$ cat src/rtl/rx_fifo_rd_arbiter_pkg.sv
// Shared types and constants for the RX FIFO read arbiter.
package rx_fifo_rd_arbiter_pkg;

  localparam int unsigned MaxLenDefault = 64;
  localparam int unsigned LenW          = 7;

  typedef enum logic [1:0] {
    StIdle,
    StBurst,
    StDone
  } state_e;

  // Saturate a requested length to the configured maximum burst size.
  function automatic logic [LenW-1:0] clamp_len(input logic [LenW-1:0] len,
                                                input int unsigned     max_len);
    if (32'(len) > max_len) begin
      return LenW'(max_len);
    end
    return len;
  endfunction

endpackage

$ cat src/rtl/rx_fifo_rd_arbiter_rr_arbiter2.sv
// Combinational two-way round-robin pick: on contention the requester not
// granted last time wins.
module rr_arbiter2 (
  input  logic [1:0] req_i,
  input  logic       last_i,
  output logic [1:0] gnt_o,
  output logic       idx_o
);

  always_comb begin
    idx_o = 1'b0;
    gnt_o = 2'b00;
    case (req_i)
      2'b01:   idx_o = 1'b0;
      2'b10:   idx_o = 1'b1;
      2'b11:   idx_o = ~last_i;
      default: idx_o = 1'b0;
    endcase
    if (req_i != 2'b00) begin
      gnt_o = idx_o ? 2'b10 : 2'b01;
    end
  end

endmodule

$ cat src/rtl/rx_fifo_rd_arbiter.sv
// Grants one of two requesters a length-bounded burst of pops from a shared
// RX FIFO, returning the popped bytes one cycle after each pop.
module rx_fifo_rd_arbiter
  import rx_fifo_rd_arbiter_pkg::*;
#(
  parameter int unsigned MAX_LEN = MaxLenDefault
) (
  input  logic            clk,
  input  logic            rst,
  input  logic [1:0]      req,
  input  logic [LenW-1:0] req_len0,
  input  logic [LenW-1:0] req_len1,
  input  logic            fifo_empty,
  input  logic [7:0]      fifo_r_data,
  output logic            fifo_r_enable,
  output logic [1:0]      gnt,
  output logic            rd_valid,
  output logic [7:0]      rd_data,
  output logic            burst_done,
  output logic            burst_abort
);

  state_e          state_q, state_d;
  logic [LenW-1:0] rem_q, rem_d;
  logic            owner_q, owner_d;
  logic            last_q, last_d;
  logic [1:0]      gnt_q, gnt_d;
  logic            rd_valid_q, rd_valid_d;
  logic [7:0]      rd_data_q, rd_data_d;
  logic            done_q, done_d;
  logic            abort_q, abort_d;

  logic [1:0]      pick_gnt;
  logic            pick_idx;
  logic            pop;

  rr_arbiter2 u_rr (
    .req_i  (req),
    .last_i (last_q),
    .gnt_o  (pick_gnt),
    .idx_o  (pick_idx)
  );

  // Reset gates the pop so a mid-burst reset never steals a FIFO byte.
  assign pop = (state_q == StBurst) && !fifo_empty && (rem_q != '0) && req[owner_q] && !rst;

  always_comb begin
    state_d    = state_q;
    rem_d      = rem_q;
    owner_d    = owner_q;
    last_d     = last_q;
    gnt_d      = gnt_q;
    rd_valid_d = pop;
    rd_data_d  = pop ? fifo_r_data : rd_data_q;
    done_d     = 1'b0;
    abort_d    = 1'b0;
    case (state_q)
      StIdle: begin
        if (req != 2'b00) begin
          owner_d = pick_idx;
          gnt_d   = pick_gnt;
          rem_d   = clamp_len(pick_idx ? req_len1 : req_len0, MAX_LEN);
          state_d = StBurst;
        end
      end
      StBurst: begin
        if (!req[owner_q]) begin
          state_d = StDone;
          gnt_d   = 2'b00;
          done_d  = 1'b1;
          abort_d = (rem_q != '0);
        end else if (rem_q == '0) begin
          state_d = StDone;
          gnt_d   = 2'b00;
          done_d  = 1'b1;
        end else if (pop) begin
          rem_d = rem_q - LenW'(1);
          if (rem_q == LenW'(1)) begin
            state_d = StDone;
            gnt_d   = 2'b00;
            done_d  = 1'b1;
          end
        end
      end
      StDone: begin
        last_d  = owner_q;
        state_d = StIdle;
      end
      default: state_d = StIdle;
    endcase
  end

  always_ff @(posedge clk) begin
    if (rst) begin
      state_q    <= StIdle;
      rem_q      <= '0;
      owner_q    <= 1'b0;
      last_q     <= 1'b1;
      gnt_q      <= 2'b00;
      rd_valid_q <= 1'b0;
      rd_data_q  <= 8'h00;
      done_q     <= 1'b0;
      abort_q    <= 1'b0;
    end else begin
      state_q    <= state_d;
      rem_q      <= rem_d;
      owner_q    <= owner_d;
      last_q     <= last_d;
      gnt_q      <= gnt_d;
      rd_valid_q <= rd_valid_d;
      rd_data_q  <= rd_data_d;
      done_q     <= done_d;
      abort_q    <= abort_d;
    end
  end

  assign fifo_r_enable = pop;
  assign gnt           = gnt_q;
  assign rd_valid      = rd_valid_q;
  assign rd_data       = rd_data_q;
  assign burst_done    = done_q;
  assign burst_abort   = abort_q;

endmodule

$ cat config.mk
export PLATFORM = sky130hd
export DESIGN_NAME = rx_fifo_rd_arbiter
export DESIGN_NICKNAME = d
export VERILOG_FILES = /design/src/rtl/rx_fifo_rd_arbiter_pkg.sv /design/src/rtl/rx_fifo_rd_arbiter_rr_arbiter2.sv /design/src/rtl/rx_fifo_rd_arbiter.sv
export SDC_FILE = /design/constraint.sdc
export NUM_CORES = 1
export LEC_CHECK = 0
export ABC_AREA = 0
export ABC_CLOCK_PERIOD_IN_PS = 1700
export BUFFER_PORTS_ARGS = -buffer_cell sky130_fd_sc_hd__buf_2
export CORE_MARGIN = 3
export CORE_UTILIZATION = 43
export CTS_CLUSTER_SIZE = 8
export DETAILED_ROUTE_END_ITERATION = 16
export PLACE_DENSITY = 0.77
export SLEW_MARGIN = 20
export SYNTH_ARGS = -nofsm -noshare
export SYNTH_HDL_FRONTEND = slang
export SYNTH_SLANG_ARGS = --single-unit
$ cat constraint.sdc
create_clock -name clk -period 1.7 [get_ports clk]
set_input_delay 0.255 -clock clk [delete_from_list [all_inputs] [get_ports clk]]
set_output_delay 0.255 -clock clk [all_outputs]
set_load 0.005 [all_outputs]
==> results of run 1 <==
-- area by class of cell --
type	instances	area, um2	share of cell area
clock buffer	3	22.5	0.0128
clock inverter	1	30.0	0.0171
inverter	7	28.8	0.0164
multi-input combinational	114	762	0.434
sequential	24	489	0.279
tap	31	38.8	0.0221
timing repair buffer	63	383	0.218
-- per-layer routing --
layer | wire, um | track usage
met5 | 0 | 0
met4 | 65 | 0.0836
met3 | 148 | 0.0277
met2 | 1850 | 0.342
met1 | 1530 | 0.257
-- cells in the mapped netlist (all sizes together), types with 4 or more instances --
| cell | instances | area share |
|---|---|---|
| dfxtp | 24 | 0.37 |
| buf | 4 | 0.027 |
| nand2 | 24 | 0.070 |
| nor3 | 7 | 0.027 |
| a21oi | 20 | 0.077 |
| nor2b | 4 | 0.019 |
| nor3b | 5 | 0.033 |
| inv | 7 | 0.020 |
| a31oi | 4 | 0.031 |
| nor2 | 10 | 0.029 |
| clkbuf | 4 | 0.022 |
-- state kept, by name, indices dropped and copies added (netlist names) --
name / cells
burst_abort: 1
burst_done: 1
gnt: 2
last_q: 1
owner_q: 1
rd_data: 8
rd_valid: 1
rem_q: 7
state_q: 2
-- how the worst max path moves through the flow --
| stage | depth (start not counted) | to |
|---|---|---|
| 6_report | 5 | fifo_r_enable |
| 4_1_cts | 5 | fifo_r_enable |
| 5_1_grt | 5 | fifo_r_enable |
| 3_5_place_dp | 6 | rem_q[2]$_SDFFE_PP0P_ |
| 2_1_floorplan | 5 | rem_q[2]$_SDFFE_PP0P_ |
| 3_3_place_gp | 6 | rem_q[2]$_SDFFE_PP0P_ |
-- cell families after synthesis --
kind of cell,count (synthesis)
muxes,6
buffers and inverters,15
and+or+nand+nor,60
AOI/OAI and AO/OA,43
adders and majority gates,3
DFF,24
xor gates and xnor gates,2
-- through the flow --
step                       util  std cells  power (mW)  setup TNS, ns
after floorplan               -        153       0.996              0
after global placement    0.562        230        1.14         -0.161
after detailed placement  0.562        230        1.16         -0.280
after CTS                 0.593        236        1.61              0
after global routing      0.625        243        1.76        -0.0629
final                     0.625        243        1.68      -0.000422
-- critical path: stages, from the launching register on --
cell and delay (ns):
dfxtp_2 0.36, nor4_4 0.30, nand3b_1 0.18, nand3_2 0.13
inv_4 0.05, buf_6 0.10
-- power groups by stage --
stage | logic [mW] | clock network [mW] | registers [mW]
2_1_floorplan | 0.331 | 0 | 0.665
3_3_place_gp | 0.475 | 0 | 0.663
3_5_place_dp | 0.491 | 0 | 0.667
4_1_cts | 0.524 | 0.429 | 0.662
5_1_grt | 0.642 | 0.446 | 0.672
6_report | 0.592 | 0.422 | 0.664
-- timing repair --
| item | in CTS | in global routing |
|---|---|---|
| resized for setup | 8 | 15 |
| pin swaps | 1 | 4 |
| endpoints found under the setup margin | 2 | 8 |
| buffers inserted | 2 | 6 |
| cloned | 0 | 1 |
==> impl_metrics.tcl, run 1 <==
set metrics [dict create \
    synth.area.mux_share 0.0493 \
    die_x_um 60.9 \
    syn_inst 153 \
    coreArea_um2 2810 \
    switching_share 0.314 \
    drt-vias-per-instance 5.66 \
    overflow 0 \
    finalSetupViolCount 1 \
    synth_compound_area_frac 0.230 \
    row_count 19 \
    drtAntennaViolNets 0 \
    hold_class "in2reg" \
    layout_min_cycle_time_ns 1.70 \
    grt_setup_unrepaired "true" \
    route.vias.total 1375 \
    grt_max_degree 25 \
    synth_ff_type "dfxtp_1" \
    seqPwrFrac 0.396 \
    yosysWarnings 0 \
    min_from "fifo_r_data[2]" \
    whs_ns 0.156 \
    diodes 0 \
    reg2reg_slack_ns 0.05 \
    synth_edf_count 0 \
    h-tree-depth 1 \
    drive_gt1_frac 0.434 \
    rr_endpoint "rem_q[3]$_SDFFE_PP0P_" \
    path_clk_slew_ns 0.14 \
    r2r-start "rem_q[0]$_SDFFE_PP0P_" \
    p_comb_frac 0.353 \
    synth_xor_area_frac 0.0135 \
    yosys.area_share.simple 0.238 \
    yosysSeqAreaShare 0.371 \
    async_flop_share 0 \
    hold_path_depth 3 \
    clock_skew_ns 0.00397 \
    yosys.area_share.adder 0.0290 \
    slew_viol_final 0 \
    worstSetupEndpointType "primary output" \
    port_buffers 40 \
    timing.fmax_mhz 588 \
    dpl_worst_slack_ns -0.128 \
    synthDistinctLibCells 43 \
    crit_start "rem_q[5]$_SDFFE_PP0P_" \
    area_growth_pct 35.5 \
    root_buffer "clkbuf_4" \
    synth_area_per_cell_um2 8.46 \
    mostFrequentLayoutCells "buf_2 (39), nand2_1 (24), buf_4 (22), dfxtp_1 (19), a21oi_1 (18)" \
    wl_mm 3.59 \
    drt_iter0_markers 58 \
    violations "negative setup slack" \
    switchingPower_mw 0.527 \
    worstMarginPinSlew_ns 0.439 \
    drv_cap 0 \
    required_ns 1.44 \
    cts.sinks 24 \
    hold_violations 0 \
    internal-power_mw 1.15 \
    status "finished, violations left" \
    path_class "reg2out" \
    clockBufferDepth 2 \
    nets 243 \
    cts_buffers 3 \
    arrival_ns 1.45 \
    stdcell_area_um2 1750 \
    cp-start-kind "flip-flop" \
    die_height_um 60.9 \
    synth_area_um2 1290 \
    grt_pass1_wl_mm 5.64 \
    path_max_fanout 2 \
    finalCritPeriodShare 1.00 \
    io_pins 41 \
    pwr-share-clk 0.252 \
    relSlewSlack 0.708 \
    drc 0 \
    insertion_delay_ns 0.32 \
    p_leak_nw 0.766 \
    placed_area_um2 1580 \
    power_density_nw_per_um2 956 \
    final_common_cell "buf_2" \
    globalplace.congestion 0.842 \
    setup_slack_ns -0.000422 \
    ff2ff_path_depth 7 \
    start_util 0.462 \
    drt-pass1-iter-count 4 \
    holdPathEnd "rd_data[2]$_SDFFE_PP0P_" \
    grt_pass1_vias 1305 \
    grt_usage 0.202 \
    ys_ff_latch 24 \
    synth_top_family_by_area "simple AND/OR/NAND/NOR gates" \
    synth_fp_nets 183 \
    ir_worst_vdd_uv 556 \
    fillers 248 \
    hpwl_mm 2.64 \
    dieArea_um2 3710 \
    routedWlPerCell_um 14.8 \
    cts_tree "built" \
    antenna_found_initial 0 \
    ctsHoldBuffers 0 \
]
No activity file was read; power rests on OpenSTA's default activity.
==> run 2, diff against run 1 <==
Settings changed: SKIP_LAST_GASP set to 1.
==> impl_metrics.tcl, run 2 (synthesis gave the netlist of run 1 again) <==
set metrics [dict create \
    globalplace.congestion 0.842 \
    coreArea_um2 2810 \
    dpl_worst_slack_ns -0.128 \
    p_leak_nw 0.749 \
    h-tree-depth 1 \
    route.vias.total 1353 \
    overflow 0 \
    insertion_delay_ns 0.31 \
    area_growth_pct 33.4 \
    total_power_mw 1.66 \
    grt_setup_unrepaired "true" \
    grt_pass1_wl_mm 5.61 \
    fin_tns_setup_ns 0 \
    rr_endpoint "rem_q[6]$_SDFFE_PP0P_" \
    io_pins 41 \
    final_common_cell "buf_2" \
    pwr-share-clk 0.251 \
    min_from "fifo_r_data[2]" \
    drc 0 \
    ff2ff_path_depth 8 \
    root_buffer "clkbuf_4" \
    whs_ns 0.162 \
    row_count 19 \
    worstSetupEndpointType "primary output" \
    cp.depth 5 \
    stdcell_area_um2 1730 \
    diodes 0 \
    path_max_fanout 2 \
    clock_skew_ns 0.00521 \
    largest_reg_flops 8 \
    clockBufferDepth 2 \
    hold_violations 0 \
    relSlewSlack 0.702 \
    layout_min_cycle_time_ns 1.70 \
    ir_worst_vdd_uv 555 \
    drt_iter0_markers 62 \
    p_comb_frac 0.351 \
    use_met2 0.334 \
    hpwl_mm 2.64 \
    hold_path_depth 3 \
    setup_slack_ns 0.00238 \
    path_clk_slew_ns 0.13 \
    timing.fmax_mhz 589 \
    path_delay_family "simple AND/OR/NAND/NOR gates" \
    required_ns 1.44 \
    switchingPower_mw 0.523 \
    nets 240 \
    drv_cap 0 \
    status "finished clean" \
    drive_gt1_frac 0.411 \
    die_x_um 60.9 \
    seqPwrFrac 0.398 \
    crit_chain "nor4_4, nand3b_1, nand3_2, inv_4, buf_6" \
    cts_tree "built" \
    crit_path_top_delay_cell "dfxtp_2" \
    switching_share 0.314 \
    grt.busiest_layer "met2" \
    routedWlPerCell_um 15.0 \
    wl_mm 3.59 \
    dieArea_um2 3710 \
    reg2reg_slack_ns 0.02 \
    die_height_um 60.9 \
    power_density_nw_per_um2 963 \
    start_util 0.462 \
    finalCritPeriodShare 0.999 \
    internal-power_mw 1.14 \
    grt.met1_usage 0.254 \
    hold_class "in2reg" \
    placed_area_um2 1580 \
    drt-vias-per-instance 5.64 \
    mostFrequentLayoutCells "buf_2 (39), nand2_1 (24), dfxtp_1 (20), buf_4 (19), a21oi_1 (18)" \
    port_buffers 40 \
    worstMarginPinSlew_ns 0.447 \
    arrival_ns 1.44 \
    cts.sinks 24 \
    cp-start-kind "flip-flop" \
    antenna_found_initial 0 \
    cts_buffers 3 \
    holdPathEnd "rd_data[2]$_SDFFE_PP0P_" \
    path_buf_inv 2 \
    path_class "reg2out" \
    slew_viol_final 0 \
    grt_usage 0.201 \
    finalSetupViolCount 0 \
    grt_max_degree 25 \
    grtUsageMet3 0.0319 \
    drt-pass1-iter-count 4 \
    slowest_delay_ns 0.36 \
    r2r-start "rem_q[1]$_SDFFE_PP0P_" \
    grt_pass1_vias 1314 \
    drtAntennaViolNets 0 \
]
==> run 2: cell types whose count changed in the layout (fill, tap and decap cells not counted), sizes merged <==
cell and delta:
buf -3
==> run 2: how the worst max path moves through the flow <==
stage | startpoint | endpoint
global route | rem_q[5]$_SDFFE_PP0P_ | fifo_r_enable
CTS | rem_q[3]$_SDFFE_PP0P_ | rem_q[3]$_SDFFE_PP0P_
detailed placement | req_len1[5] | rem_q[2]$_SDFFE_PP0P_
floorplan | req_len1[5] | rem_q[2]$_SDFFE_PP0P_
finish | rem_q[5]$_SDFFE_PP0P_ | fifo_r_enable
global placement | req_len1[5] | rem_q[2]$_SDFFE_PP0P_
==> run 2: timing repair <==
| item | 4_1_cts | 5_1_grt |
|---|---|---|
| gates resized for setup | 7 | 12 |
| hold buffers | 0 | 0 |
| pin swaps | 1 | 2 |
| setup buffers | 2 | 3 |
| gates cloned | 0 | 1 |
| setup endpoints to repair | 2 | 9 |
==> run 2: area by class of cell <==
class / count / area (um2)
Multi-Input combinational cell: 114 / 759
Timing Repair Buffer: 60 / 360
Inverter: 7 / 28.8
Fill cell: 255 / 1080
Clock buffer: 3 / 22.5
Clock inverter: 1 / 30.0
Sequential cell: 24 / 488
Tap cell: 31 / 38.8
==> run 2: routing by layer <==
metal,share of wire,vias to the layer above
met5,0,-
met4,0.024,0
met3,0.041,14
met2,0.51,38
met1,0.43,645
li1,-,656
==> run 2: worst min-delay path, cell delays in order <==
cell	delay [ns]
buf_2	0.10
nand2_1	0.04
a21oi_1	0.05
==> run 2: power by group through the flow <==
stage                     Sequential, mW  Combinational [mW]  Clock [mW]
final                              0.663               0.584       0.417
after global routing               0.670               0.632       0.446
after CTS                          0.662               0.520       0.429
after detailed placement           0.667               0.491           0
after global placement             0.663               0.475           0
after floorplan                    0.665               0.331           0
==> run 2: through the flow <==
stage,utilization,instances
finish,0.616,240
global route,0.616,240
CTS,0.592,236
detailed placement,0.562,230
global placement,0.562,230
floorplan,-,153
